## config.mk

```make
export PLATFORM = sky130hd
export DESIGN_NAME = alu_issue_ctrl_flat
export DESIGN_NICKNAME = d
export VERILOG_FILES = /design/src/rtl/alu_issue_ctrl_pkg.sv /design/src/rtl/alu_issue_ctrl_if.sv /design/src/rtl/alu_issue_ctrl_regfile.sv /design/src/rtl/alu_issue_ctrl.sv /design/src/flat_wrapper.sv
export SDC_FILE = /design/constraint.sdc
export NUM_CORES = 1
export LEC_CHECK = 0
export ABC_AREA = 1
export CORE_MARGIN = 1.5
export CORE_UTILIZATION = 44
export CTS_CLUSTER_SIZE = 8
export DETAILED_ROUTE_END_ITERATION = 12
export GPL_ROUTABILITY_DRIVEN = 1
export PLACE_DENSITY = 0.73
export SLEW_MARGIN = 10
export SYNTH_ARGS = -nofsm -noshare
export SYNTH_HDL_FRONTEND = slang
export SYNTH_SLANG_ARGS = --single-unit
```

## constraint.sdc

```tcl
create_clock -name clk -period 13.3 [get_ports clk]
set_clock_uncertainty 0.05 [all_clocks]
set_input_delay 2.66 -clock clk [delete_from_list [all_inputs] [get_ports clk]]
set_output_delay 2.66 -clock clk [all_outputs]
set_load 0.05 [all_outputs]
```

## src/rtl/alu_issue_ctrl_pkg.sv

```systemverilog
// Shared widths, ALU op codes and E-stage record for the ALU issue controller.
// Widths mirror the legacy DATA_BUS / OP_BUS / REG_BUS definitions.
package alu_issue_ctrl_pkg;

  localparam int DATA_W = 16;
  localparam int OP_W   = 4;
  localparam int REG_N  = 8;
  localparam int RA_W   = $clog2(REG_N);

  typedef logic [DATA_W-1:0] data_t;
  typedef logic [OP_W-1:0]   op_t;
  typedef logic [RA_W-1:0]   ra_t;

  localparam op_t OP_ADD  = 4'd0;
  localparam op_t OP_SUB  = 4'd1;
  localparam op_t OP_AND  = 4'd2;
  localparam op_t OP_OR   = 4'd3;
  localparam op_t OP_XOR  = 4'd4;
  localparam op_t OP_SLL  = 4'd5;
  localparam op_t OP_SRL  = 4'd6;
  localparam op_t OP_SRA  = 4'd7;
  localparam op_t OP_RETA = 4'd8;
  localparam op_t OP_RETB = 4'd9;

  // Execute-stage occupancy: what is currently being presented to the ALU.
  typedef struct packed {
    logic valid;
    op_t  op;
    ra_t  rd;
    logic wen;
  } e_stage_t;

  // True when the E-stage op will write a real (non-R0) register.
  function automatic logic e_writes(e_stage_t e);
    return e.valid && e.wen && (e.rd != '0);
  endfunction

endpackage

```

## src/rtl/alu_issue_ctrl_if.sv

```systemverilog
// Request / ALU / response / debug bundle of the ALU issue controller.
// Handshake: a request transfers on a rising edge where req_valid && req_ready; no rsp backpressure.
interface alu_issue_ctrl_if;
  import alu_issue_ctrl_pkg::*;

  logic  req_valid;
  logic  req_ready;
  op_t   req_op;
  ra_t   req_rs;
  ra_t   req_rt;
  ra_t   req_rd;
  logic  req_use_imm;
  data_t req_imm;
  logic  req_wen;
  logic  flush;

  data_t alu_a;
  data_t alu_b;
  op_t   alu_op;
  data_t alu_y;
  logic  alu_zero;

  logic  rsp_valid;
  data_t rsp_data;
  logic  rsp_zero;
  ra_t   rsp_rd;

  ra_t   dbg_addr;
  data_t dbg_data;

  modport slave (
    input  req_valid, req_op, req_rs, req_rt, req_rd, req_use_imm, req_imm, req_wen, flush,
    input  alu_y, alu_zero, dbg_addr,
    output req_ready, alu_a, alu_b, alu_op, rsp_valid, rsp_data, rsp_zero, rsp_rd, dbg_data
  );

  modport master (
    output req_valid, req_op, req_rs, req_rt, req_rd, req_use_imm, req_imm, req_wen, flush,
    output alu_y, alu_zero, dbg_addr,
    input  req_ready, alu_a, alu_b, alu_op, rsp_valid, rsp_data, rsp_zero, rsp_rd, dbg_data
  );

endinterface

```

## src/rtl/alu_issue_ctrl_regfile.sv

```systemverilog
// REG_N x DATA_W register file: three combinational read ports, one synchronous write port,
// write-first bypass, R0 hardwired to zero, asynchronous reset to zero.
module alu_issue_ctrl_regfile
  import alu_issue_ctrl_pkg::*;
(
  input  logic  clk,
  input  logic  rst,
  input  ra_t   rs_addr_i,
  input  ra_t   rt_addr_i,
  input  ra_t   dbg_addr_i,
  input  logic  we_i,
  input  ra_t   wa_i,
  input  data_t wd_i,
  output data_t rs_data_o,
  output data_t rt_data_o,
  output data_t dbg_data_o
);

  data_t regs_q [REG_N];
  logic  wr_en;

  assign wr_en = we_i && (wa_i != '0);

  always_ff @(posedge clk or posedge rst) begin
    if (rst) begin
      for (int i = 0; i < REG_N; i++) regs_q[i] <= '0;
    end else if (wr_en) begin
      regs_q[wa_i] <= wd_i;
    end
  end

  // A read that coincides with a write to the same register sees the new value.
  function automatic data_t read_port(ra_t addr, logic wen, ra_t wa, data_t wd, data_t cur);
    data_t v;
    if (addr == '0)              v = '0;
    else if (wen && (wa == addr)) v = wd;
    else                         v = cur;
    return v;
  endfunction

  always_comb begin
    rs_data_o  = read_port(rs_addr_i,  wr_en, wa_i, wd_i, regs_q[rs_addr_i]);
    rt_data_o  = read_port(rt_addr_i,  wr_en, wa_i, wd_i, regs_q[rt_addr_i]);
    dbg_data_o = read_port(dbg_addr_i, wr_en, wa_i, wd_i, regs_q[dbg_addr_i]);
  end

endmodule

```

## src/rtl/alu_issue_ctrl.sv

```systemverilog
// ALU issue controller: E stage drives the external ALU, W stage writes back and reports.
// Build option ALU_FORWARD_EN: forward the E-stage result on a RAW hazard instead of stalling.
module alu_issue_ctrl
  import alu_issue_ctrl_pkg::*;
(
  input  logic             clk,
  input  logic             rst,
  alu_issue_ctrl_if.slave  bus
);

  e_stage_t e_q, e_d;
  data_t    alu_a_q, alu_a_d;
  data_t    alu_b_q, alu_b_d;
  logic     rsp_valid_q, rsp_valid_d;
  data_t    rsp_data_q, rsp_data_d;
  logic     rsp_zero_q, rsp_zero_d;
  ra_t      rsp_rd_q, rsp_rd_d;

  data_t rs_data, rt_data;
  data_t opnd_a, opnd_b;
  logic  haz_a, haz_b;
  logic  stall;
  logic  accept;
  logic  retire;
  logic  wb_en;

  // An op in E that is being flushed never reaches write-back.
  assign retire = e_q.valid && !bus.flush;
  assign wb_en  = retire && e_q.wen && (e_q.rd != '0);

  alu_issue_ctrl_regfile u_regfile (
    .clk        (clk),
    .rst        (rst),
    .rs_addr_i  (bus.req_rs),
    .rt_addr_i  (bus.req_rt),
    .dbg_addr_i (bus.dbg_addr),
    .we_i       (wb_en),
    .wa_i       (e_q.rd),
    .wd_i       (bus.alu_y),
    .rs_data_o  (rs_data),
    .rt_data_o  (rt_data),
    .dbg_data_o (bus.dbg_data)
  );

  // Distance-1 RAW: the incoming request reads a register the E-stage op is about to write.
  assign haz_a = e_writes(e_q) && !bus.req_use_imm && (bus.req_rs == e_q.rd);
  assign haz_b = e_writes(e_q) && (bus.req_rt == e_q.rd);

`ifdef ALU_FORWARD_EN
  assign stall  = 1'b0;
  assign opnd_a = bus.req_use_imm ? bus.req_imm : (haz_a ? bus.alu_y : rs_data);
  assign opnd_b = haz_b ? bus.alu_y : rt_data;
`else
  // One bubble lets the producer retire; the regfile then returns the written value.
  assign stall  = haz_a || haz_b;
  assign opnd_a = bus.req_use_imm ? bus.req_imm : rs_data;
  assign opnd_b = rt_data;
`endif

  assign bus.req_ready = !bus.flush && !stall;
  assign accept        = bus.req_valid && bus.req_ready;

  always_ff @(posedge clk or posedge rst) begin
    if (rst) begin
      e_q         <= '0;
      alu_a_q     <= '0;
      alu_b_q     <= '0;
      rsp_valid_q <= 1'b0;
      rsp_data_q  <= '0;
      rsp_zero_q  <= 1'b0;
      rsp_rd_q    <= '0;
    end else begin
      e_q         <= e_d;
      alu_a_q     <= alu_a_d;
      alu_b_q     <= alu_b_d;
      rsp_valid_q <= rsp_valid_d;
      rsp_data_q  <= rsp_data_d;
      rsp_zero_q  <= rsp_zero_d;
      rsp_rd_q    <= rsp_rd_d;
    end
  end

  // E stage: ALU inputs hold their last value while the stage is empty.
  always_comb begin
    e_d       = e_q;
    e_d.valid = accept;
    alu_a_d   = alu_a_q;
    alu_b_d   = alu_b_q;
    if (accept) begin
      e_d.op  = bus.req_op;
      e_d.rd  = bus.req_rd;
      e_d.wen = bus.req_wen;
      alu_a_d = opnd_a;
      alu_b_d = opnd_b;
    end
  end

  // W stage: sample the ALU result and pulse the response for one cycle.
  always_comb begin
    rsp_valid_d = retire;
    rsp_data_d  = rsp_data_q;
    rsp_zero_d  = rsp_zero_q;
    rsp_rd_d    = rsp_rd_q;
    if (retire) begin
      rsp_data_d = bus.alu_y;
      rsp_zero_d = bus.alu_zero;
      rsp_rd_d   = e_q.rd;
    end
  end

  assign bus.alu_a     = alu_a_q;
  assign bus.alu_b     = alu_b_q;
  assign bus.alu_op    = e_q.op;
  assign bus.rsp_valid = rsp_valid_q;
  assign bus.rsp_data  = rsp_data_q;
  assign bus.rsp_zero  = rsp_zero_q;
  assign bus.rsp_rd    = rsp_rd_q;

endmodule

```

## src/flat_wrapper.sv

```systemverilog
// flat-port wrapper written by rule: the top's interface ports become plain ports
module alu_issue_ctrl_flat import alu_issue_ctrl_pkg::*;
  (clk, rst, bus_req_valid, bus_req_op, bus_req_rs, bus_req_rt, bus_req_rd, bus_req_use_imm, bus_req_imm, bus_req_wen, bus_flush, bus_alu_y, bus_alu_zero, bus_dbg_addr, bus_req_ready, bus_alu_a, bus_alu_b, bus_alu_op, bus_rsp_valid, bus_rsp_data, bus_rsp_zero, bus_rsp_rd, bus_dbg_data);
  alu_issue_ctrl_if bus_i ();
  input  logic clk;
  input  logic rst;
  input wire logic [$bits(bus_i.req_valid)-1:0] bus_req_valid;
  input wire logic [$bits(bus_i.req_op)-1:0] bus_req_op;
  input wire logic [$bits(bus_i.req_rs)-1:0] bus_req_rs;
  input wire logic [$bits(bus_i.req_rt)-1:0] bus_req_rt;
  input wire logic [$bits(bus_i.req_rd)-1:0] bus_req_rd;
  input wire logic [$bits(bus_i.req_use_imm)-1:0] bus_req_use_imm;
  input wire logic [$bits(bus_i.req_imm)-1:0] bus_req_imm;
  input wire logic [$bits(bus_i.req_wen)-1:0] bus_req_wen;
  input wire logic [$bits(bus_i.flush)-1:0] bus_flush;
  input wire logic [$bits(bus_i.alu_y)-1:0] bus_alu_y;
  input wire logic [$bits(bus_i.alu_zero)-1:0] bus_alu_zero;
  input wire logic [$bits(bus_i.dbg_addr)-1:0] bus_dbg_addr;
  output wire logic [$bits(bus_i.req_ready)-1:0] bus_req_ready;
  output wire logic [$bits(bus_i.alu_a)-1:0] bus_alu_a;
  output wire logic [$bits(bus_i.alu_b)-1:0] bus_alu_b;
  output wire logic [$bits(bus_i.alu_op)-1:0] bus_alu_op;
  output wire logic [$bits(bus_i.rsp_valid)-1:0] bus_rsp_valid;
  output wire logic [$bits(bus_i.rsp_data)-1:0] bus_rsp_data;
  output wire logic [$bits(bus_i.rsp_zero)-1:0] bus_rsp_zero;
  output wire logic [$bits(bus_i.rsp_rd)-1:0] bus_rsp_rd;
  output wire logic [$bits(bus_i.dbg_data)-1:0] bus_dbg_data;
  assign bus_i.req_valid = bus_req_valid;
  assign bus_i.req_op = bus_req_op;
  assign bus_i.req_rs = bus_req_rs;
  assign bus_i.req_rt = bus_req_rt;
  assign bus_i.req_rd = bus_req_rd;
  assign bus_i.req_use_imm = bus_req_use_imm;
  assign bus_i.req_imm = bus_req_imm;
  assign bus_i.req_wen = bus_req_wen;
  assign bus_i.flush = bus_flush;
  assign bus_i.alu_y = bus_alu_y;
  assign bus_i.alu_zero = bus_alu_zero;
  assign bus_i.dbg_addr = bus_dbg_addr;
  assign bus_req_ready = bus_i.req_ready;
  assign bus_alu_a = bus_i.alu_a;
  assign bus_alu_b = bus_i.alu_b;
  assign bus_alu_op = bus_i.alu_op;
  assign bus_rsp_valid = bus_i.rsp_valid;
  assign bus_rsp_data = bus_i.rsp_data;
  assign bus_rsp_zero = bus_i.rsp_zero;
  assign bus_rsp_rd = bus_i.rsp_rd;
  assign bus_dbg_data = bus_i.dbg_data;
  alu_issue_ctrl u_core (.clk(clk), .rst(rst), .bus(bus_i));
endmodule
```

==> impl_metrics.tcl, run 1 <==
set metrics [dict create \
    setup_viol 0 \
    crit_path_start_kind "primary input" \
    grt_util_all_layers 0.296 \
    critPathSlowestCell "inv_1" \
    yosys.area.top_type "dfrtp_1" \
    placed_area_um2 12700 \
    startpoint "bus_dbg_addr[0]" \
    clock.fmax_mhz 108 \
    worstMarginPinSlew_ns 1.21 \
    syn_avg_cell_area_um2 6.70 \
    h-tree-depth 4 \
    synth.area.top_cells "dfrtp_1 (41%), nand2_1 (21%), o21ai_0 (9.0%), nand3_1 (8.7%), a21oi_1 (3.6%)" \
    slew_headroom 0.190 \
    p_per_area_nw_per_um2 137 \
    start_util 0.453 \
    vias 11752 \
    die_y_um 165 \
    drtIter0Drc 1708 \
    portBuffers 128 \
    clock-sinks 190 \
    cts_tree "done" \
    synth_top_area_share 0.414 \
    syn_area_um2 11500 \
    antenna_left 0 \
    cp.required_ns 10.59 \
    crit_arrival_ns 6.55 \
    path_common_cell "nor2_1" \
    cts.clk_slew.worst_paths_ns 0.08 \
    antenna_found_initial 0 \
    synthCells 1715 \
    diodes 0 \
    worst_path_largest_cell_delay_ns 1.01 \
    worstReg2RegStart "u_core.e_q[2]" \
    clock_latency_ns 0.44 \
    crit_path_cell_trace "buf_2, buf_4, inv_1, nor2_1, nor3_1, nand3_2, o21ai_0, nor2_1, clkdlybuf4s50_1" \
    leakagePower_nw 6.31 \
    finalCriticalPeriod_ns 9.26 \
    hpwl_um 24700 \
    cts_buffer_depth 2 \
    hold_viol_final 0 \
    status "completed" \
    detail_route.wl_per_cell_um 18.8 \
    path_max_fanout 91 \
    via_per_inst 5.64 \
    synth_cell_types 29 \
    period_share 0.696 \
    routed_wl_um 39200 \
    grt_pass1_vias 10765 \
    ys_ff_latch 190 \
    ctsHoldBuffers 0 \
    endpoint_kind "output port" \
    yosysWarnings 0 \
    rsz0062_at_grt "no" \
    design_area_um2 13300 \
    place.gp.congestion 0.886 \
    drc 0 \
    first_pass_iters 6 \
    postCtsSetupBuffers 0 \
    cts_made_buffers 17 \
    area_delta_synth_final_pct 16.1 \
    dieWidth_um 165 \
    grt_max_degree 124 \
    max_cap_viol_count 0 \
    final_net_count 1796 \
    grt_pass1_wl_um 61400 \
    cts_root_buffer "clkbuf_16" \
    ios 129 \
    cts_resized 0 \
    hold_path.startpoint "u_core.u_regfile.regs_q[113]" \
    gr-total-overflow 0 \
    seq_area_frac_synth 0.414 \
    core-area_um2 25400 \
    nFillCells 2488 \
    die_area_um2 27100 \
    peakVddDrop_v 0.0000912 \
    syn_nets 1770 \
    maxSlewViolCount 0 \
    drive_gt1_frac 0.0496 \
    fin_tns_setup_ns 0 \
    worstHoldPathType "register to register" \
    path_class "primary input to output port" \
    num_rows 58 \
]
[cell usage in the layout (no fill, tap or decap), types with 4 or more instances in the layout]
cell type / count
dfrtp_1: 190
a21oi_1: 83
inv_6: 7
nand4_1: 23
inv_2: 5
clkbuf_16: 17
clkdlybuf4s50_1: 125
buf_4: 22
nand3_1: 199
nand2_1: 635
o211ai_1: 10
nand3_2: 4
o21ai_1: 18
nor2_1: 67
o21ai_0: 207
inv_1: 105
nand4_2: 6
[sequential cells by signal, summed over array words and instances, names as in the netlist]
name,flops
u_core.bus.rsp_rd,3
u_core.bus.alu_b,16
u_core.u_regfile.regs_q,128
u_core.bus.rsp_data,16
u_core.bus.alu_a,16
u_core.e_q,5
u_core.bus.rsp_valid,1
u_core.bus.rsp_zero,1
u_core.bus.alu_op,4
[logic make-up after synthesis]
family          count (synthesis)  share of synthesized area
xor+xnor                        4                    0.00435
compound gates                319                      0.142
buf+inv                       256                     0.0915
flops                         190                      0.414
simple gates                  946                      0.348
[path summary, 6_finish.rpt]
check                                               end  slack, ns  cells after the start
min in group asynchronous          u_core.bus.alu_op[1]       2.74                      2
max reg2reg                u_core.u_regfile.regs_q[110]      10.48                      5
min reg2reg                u_core.u_regfile.regs_q[113]       0.36                      0
max in group asynchronous   u_core.u_regfile.regs_q[21]       8.99                      3
min                        u_core.u_regfile.regs_q[113]       0.36                      0
max                                     bus_dbg_data[8]       4.04                      9
[stage by stage]
stage,util,hold slack [ns],total power [W],worst slack [ns],instances
finish,0.525,0.361,0.00182,4.04,2084
global placement,0.501,0.337,0.00126,4.18,2052
global route,0.525,0.376,0.00191,3.85,2084
floorplan,-,0.400,0.00109,5.42,1715
detailed placement,0.501,0.342,0.00127,4.13,2052
CTS,0.525,0.361,0.00182,4.14,2084
[layout make-up]
type | instances | area (um^2) | share of cell area
Sequential cell | 190 | 4750 | 0.356
Clock inverter | 15 | 195 | 0.0146
Tap cell | 330 | 413 | 0.0309
Clock buffer | 17 | 425 | 0.0319
Multi-Input combinational cell | 1269 | 5690 | 0.427
Inverter | 113 | 434 | 0.0325
Timing Repair Buffer | 150 | 1430 | 0.107
[report_power, final]
| part | leakage [nW] | total (W) | switching [W] | internal (W) |
|---|---|---|---|---|
| Sequential | 2.39 | 0.000743 | 0.0000804 | 0.000663 |
| Clock | 0.304 | 0.000555 | 0.000252 | 0.000303 |
| Combinational | 3.61 | 0.000526 | 0.000354 | 0.000172 |
| Total | 6.31 | 0.00182 | 0.000686 | 0.00114 |
[cell usage after synthesis]
master / n
inv_1: 106
nor3_4: 3
inv_2: 5
o211ai_1: 10
nand2_2: 1
o21ai_1: 18
inv_4: 1
nor2_2: 2
a21oi_4: 1
nand4_1: 23
nand3_1: 199
a21oi_1: 83
xnor2_2: 2
nand4_2: 6
nor3_1: 3
nor2_1: 67
o21ai_0: 207
xnor2_1: 1
buf_4: 12
clkinv_1: 1
dfrtp_1: 190
clkbuf_1: 75
xor2_1: 1
nand2_1: 635
buf_1: 21
buf_2: 35
nand3_2: 4
nor3_2: 1
nor2_4: 2
[metal layers]
metal | global-route usage | part of all wire | vias up
met4 | 0.122 | 0.043 | 0
met5 | 0 | 0 | -
li1 | - | - | 5581
met1 | 0.408 | 0.41 | 5361
met2 | 0.447 | 0.44 | 692
met3 | 0.0696 | 0.11 | 118
[worst max-delay path, delay by kind of cell]
| family | cells | cell delay [ns] |
|---|---|---|
| buffers and inverters | 4 | 2.18 |
| AND/OR/NAND/NOR | 4 | 0.97 |
| AO/OA/AOI/OAI | 1 | 0.69 |
Power figures use the tool's default switching activity.
==> run 2, diff against run 1 <==
Settings changed: PLACE_DENSITY 0.73 to 0.75.
Clock period 13.3 ns to 8.05 ns, I/O delays scaled along.
==> run 2 against run 1 <==
Net effect:
- utilization fell by 0.32 points
- cell count fell by 0.14%
- clock-buffer cell count rose by 2
- sequential share of layout area rose by 0.22 points
- global-route usage rose by 0.11 points
- first-iteration DRC count fell by 17%
- register-to-register slack got worse by 5.6 ns
- combinational power rose by 65%
- critical path type unchanged
- largest power group unchanged
==> impl_metrics.tcl, run 2 (synthesized netlist as in run 1, its figures left out) <==
set metrics [dict create \
    crit_arrival_ns 4.95 \
    grt_util_all_layers 0.297 \
    via_per_inst 5.69 \
    top_register "u_core.u_regfile.regs_q" \
    cts_made_buffers 17 \
    diodes 0 \
    dp.cells 2049 \
    rsz0062_at_grt "no" \
    grt_max_degree 116 \
    dieWidth_um 165 \
    clock_latency_ns 0.45 \
    period_share 0.822 \
    drtIter0Drc 1426 \
    slew_headroom 0.204 \
    worstMarginPinSlew_ns 1.19 \
    wl_met2_um 17200 \
    num_rows 58 \
    postCtsSetupBuffers 0 \
    cts_resized 0 \
    cp.required_ns 6.39 \
    wl_met3_um 4280 \
    peakVddDrop_v 0.0000947 \
    clock.fmax_mhz 151 \
    portBuffers 128 \
    cts_buffer_depth 2 \
    detail_route.wl_per_cell_um 18.9 \
    clock-sinks 190 \
    worstHoldPathType "register to register" \
    routed_wl_um 39300 \
    die_area_um2 27100 \
    finalCriticalPeriod_ns 6.61 \
    mostFrequentLayoutCells "nand2_1 (635), o21ai_0 (207), nand3_1 (199), dfrtp_1 (190), clkdlybuf4s50_1 (125)" \
    grt_pass1_wl_um 61500 \
    finalWorstSetupSlack_ns 1.44 \
    layout_commonest_cell "nand2_1" \
    largest_reg_flops 128 \
    cts_tree "done" \
    met1Wirelength_um 16200 \
    ctsHoldBuffers 0 \
    core-area_um2 25400 \
    top_layer "met4" \
    hold_viol_final 0 \
    max_cap_viol_count 0 \
    antenna_found_initial 0 \
    crit_path_start_kind "primary input" \
    die_y_um 165 \
    grt_pass1_vias 10978 \
    leakagePower_nw 6.26 \
    path_max_fanout 32 \
    cts_root_buffer "clkbuf_16" \
    drc 0 \
    final_net_count 1793 \
    final_cells 2081 \
    fin_tns_setup_ns 0 \
    place.gp.congestion 0.889 \
    final_util 0.522 \
    vias 11844 \
    drive_gt1_frac 0.0468 \
    setup_viol 0 \
    dp_worst_setup_slack_ns 1.55 \
    hpwl_um 25200 \
    h-tree-depth 4 \
    ios 129 \
    start_util 0.453 \
    endpoint_kind "output port" \
    status "completed" \
    antenna_left 0 \
    first_pass_iters 6 \
    area_delta_synth_final_pct 15.4 \
    p_per_area_nw_per_um2 222 \
    path_class "primary input to output port" \
    gr-total-overflow 0 \
    cts.clk_slew.worst_paths_ns 0.08 \
    maxSlewViolCount 0 \
]
## run 2: changes by cell type in the layout (fill, tap and decap cells not counted), sizes merged
cell / before / now
clkinv: 3 / 4
buf: 25 / 22
bufinv: 3 / 1
clkbuf: 17 / 19
clkinvlp: 1 / 3
inv: 121 / 118
## run 2: final timing paths
check / slack [ns] / start / cells past startpoint / endpoint
max in group asynchronous: 4.79 / rst / 3 / u_core.u_regfile.regs_q[38]
hold / removal: 0.36 / u_core.u_regfile.regs_q[115] / 0 / u_core.u_regfile.regs_q[115]
setup / recovery: 1.44 / bus_flush / 9 / bus_dbg_data[6]
hold reg to reg: 0.36 / u_core.u_regfile.regs_q[115] / 0 / u_core.u_regfile.regs_q[115]
setup reg to reg: 4.93 / u_core.e_q[2] / 10 / u_core.bus.alu_b[7]
min in group asynchronous: 1.65 / rst / 2 / u_core.bus.alu_op[1]
## run 2: where the power goes
| part | internal (W) | switching (W) | leakage (nW) | total, W |
|---|---|---|---|---|
| combinational | 0.000284 | 0.000585 | 3.60 | 0.000869 |
| sequential | 0.00110 | 0.000133 | 2.39 | 0.00123 |
| clock | 0.000434 | 0.000412 | 0.267 | 0.000846 |
| total | 0.00181 | 0.00113 | 6.26 | 0.00294 |
## run 2: worst max-delay path: stages
cell,delay [ns]
clkdlybuf4s50_1,0.45
nor2_2,0.20
nand2_1,0.09
nor2_2,0.10
buf_4,0.33
nand3_2,0.64
o21ai_0,0.73
nor2_1,0.08
clkdlybuf4s50_1,0.71
## run 2: final cells by class
class | instances | area [um^2]
clock buffer | 19 | 433
clock inverter | 13 | 130
fill | 2499 | 12100
inverter | 113 | 434
multi-input combinational | 1269 | 5690
sequential | 190 | 4750
tap | 330 | 413
timing repair buffer | 147 | 1410
## run 2: through the flow
stage                     hold WS (ns)  cell area, um^2  power, W
after floorplan                  0.400            11500   0.00181
after global placement           0.337            12700   0.00208
after detailed placement         0.342            12700   0.00209
after CTS                        0.359            13300   0.00294
after global routing             0.370            13300   0.00308
final                            0.356            13300   0.00294
## run 2: layer usage
layer	track usage	vias to the layer above
li1	-	5584
met1	0.408	5457
met2	0.450	690
met3	0.0573	113
met4	0.143	0
met5	0	-
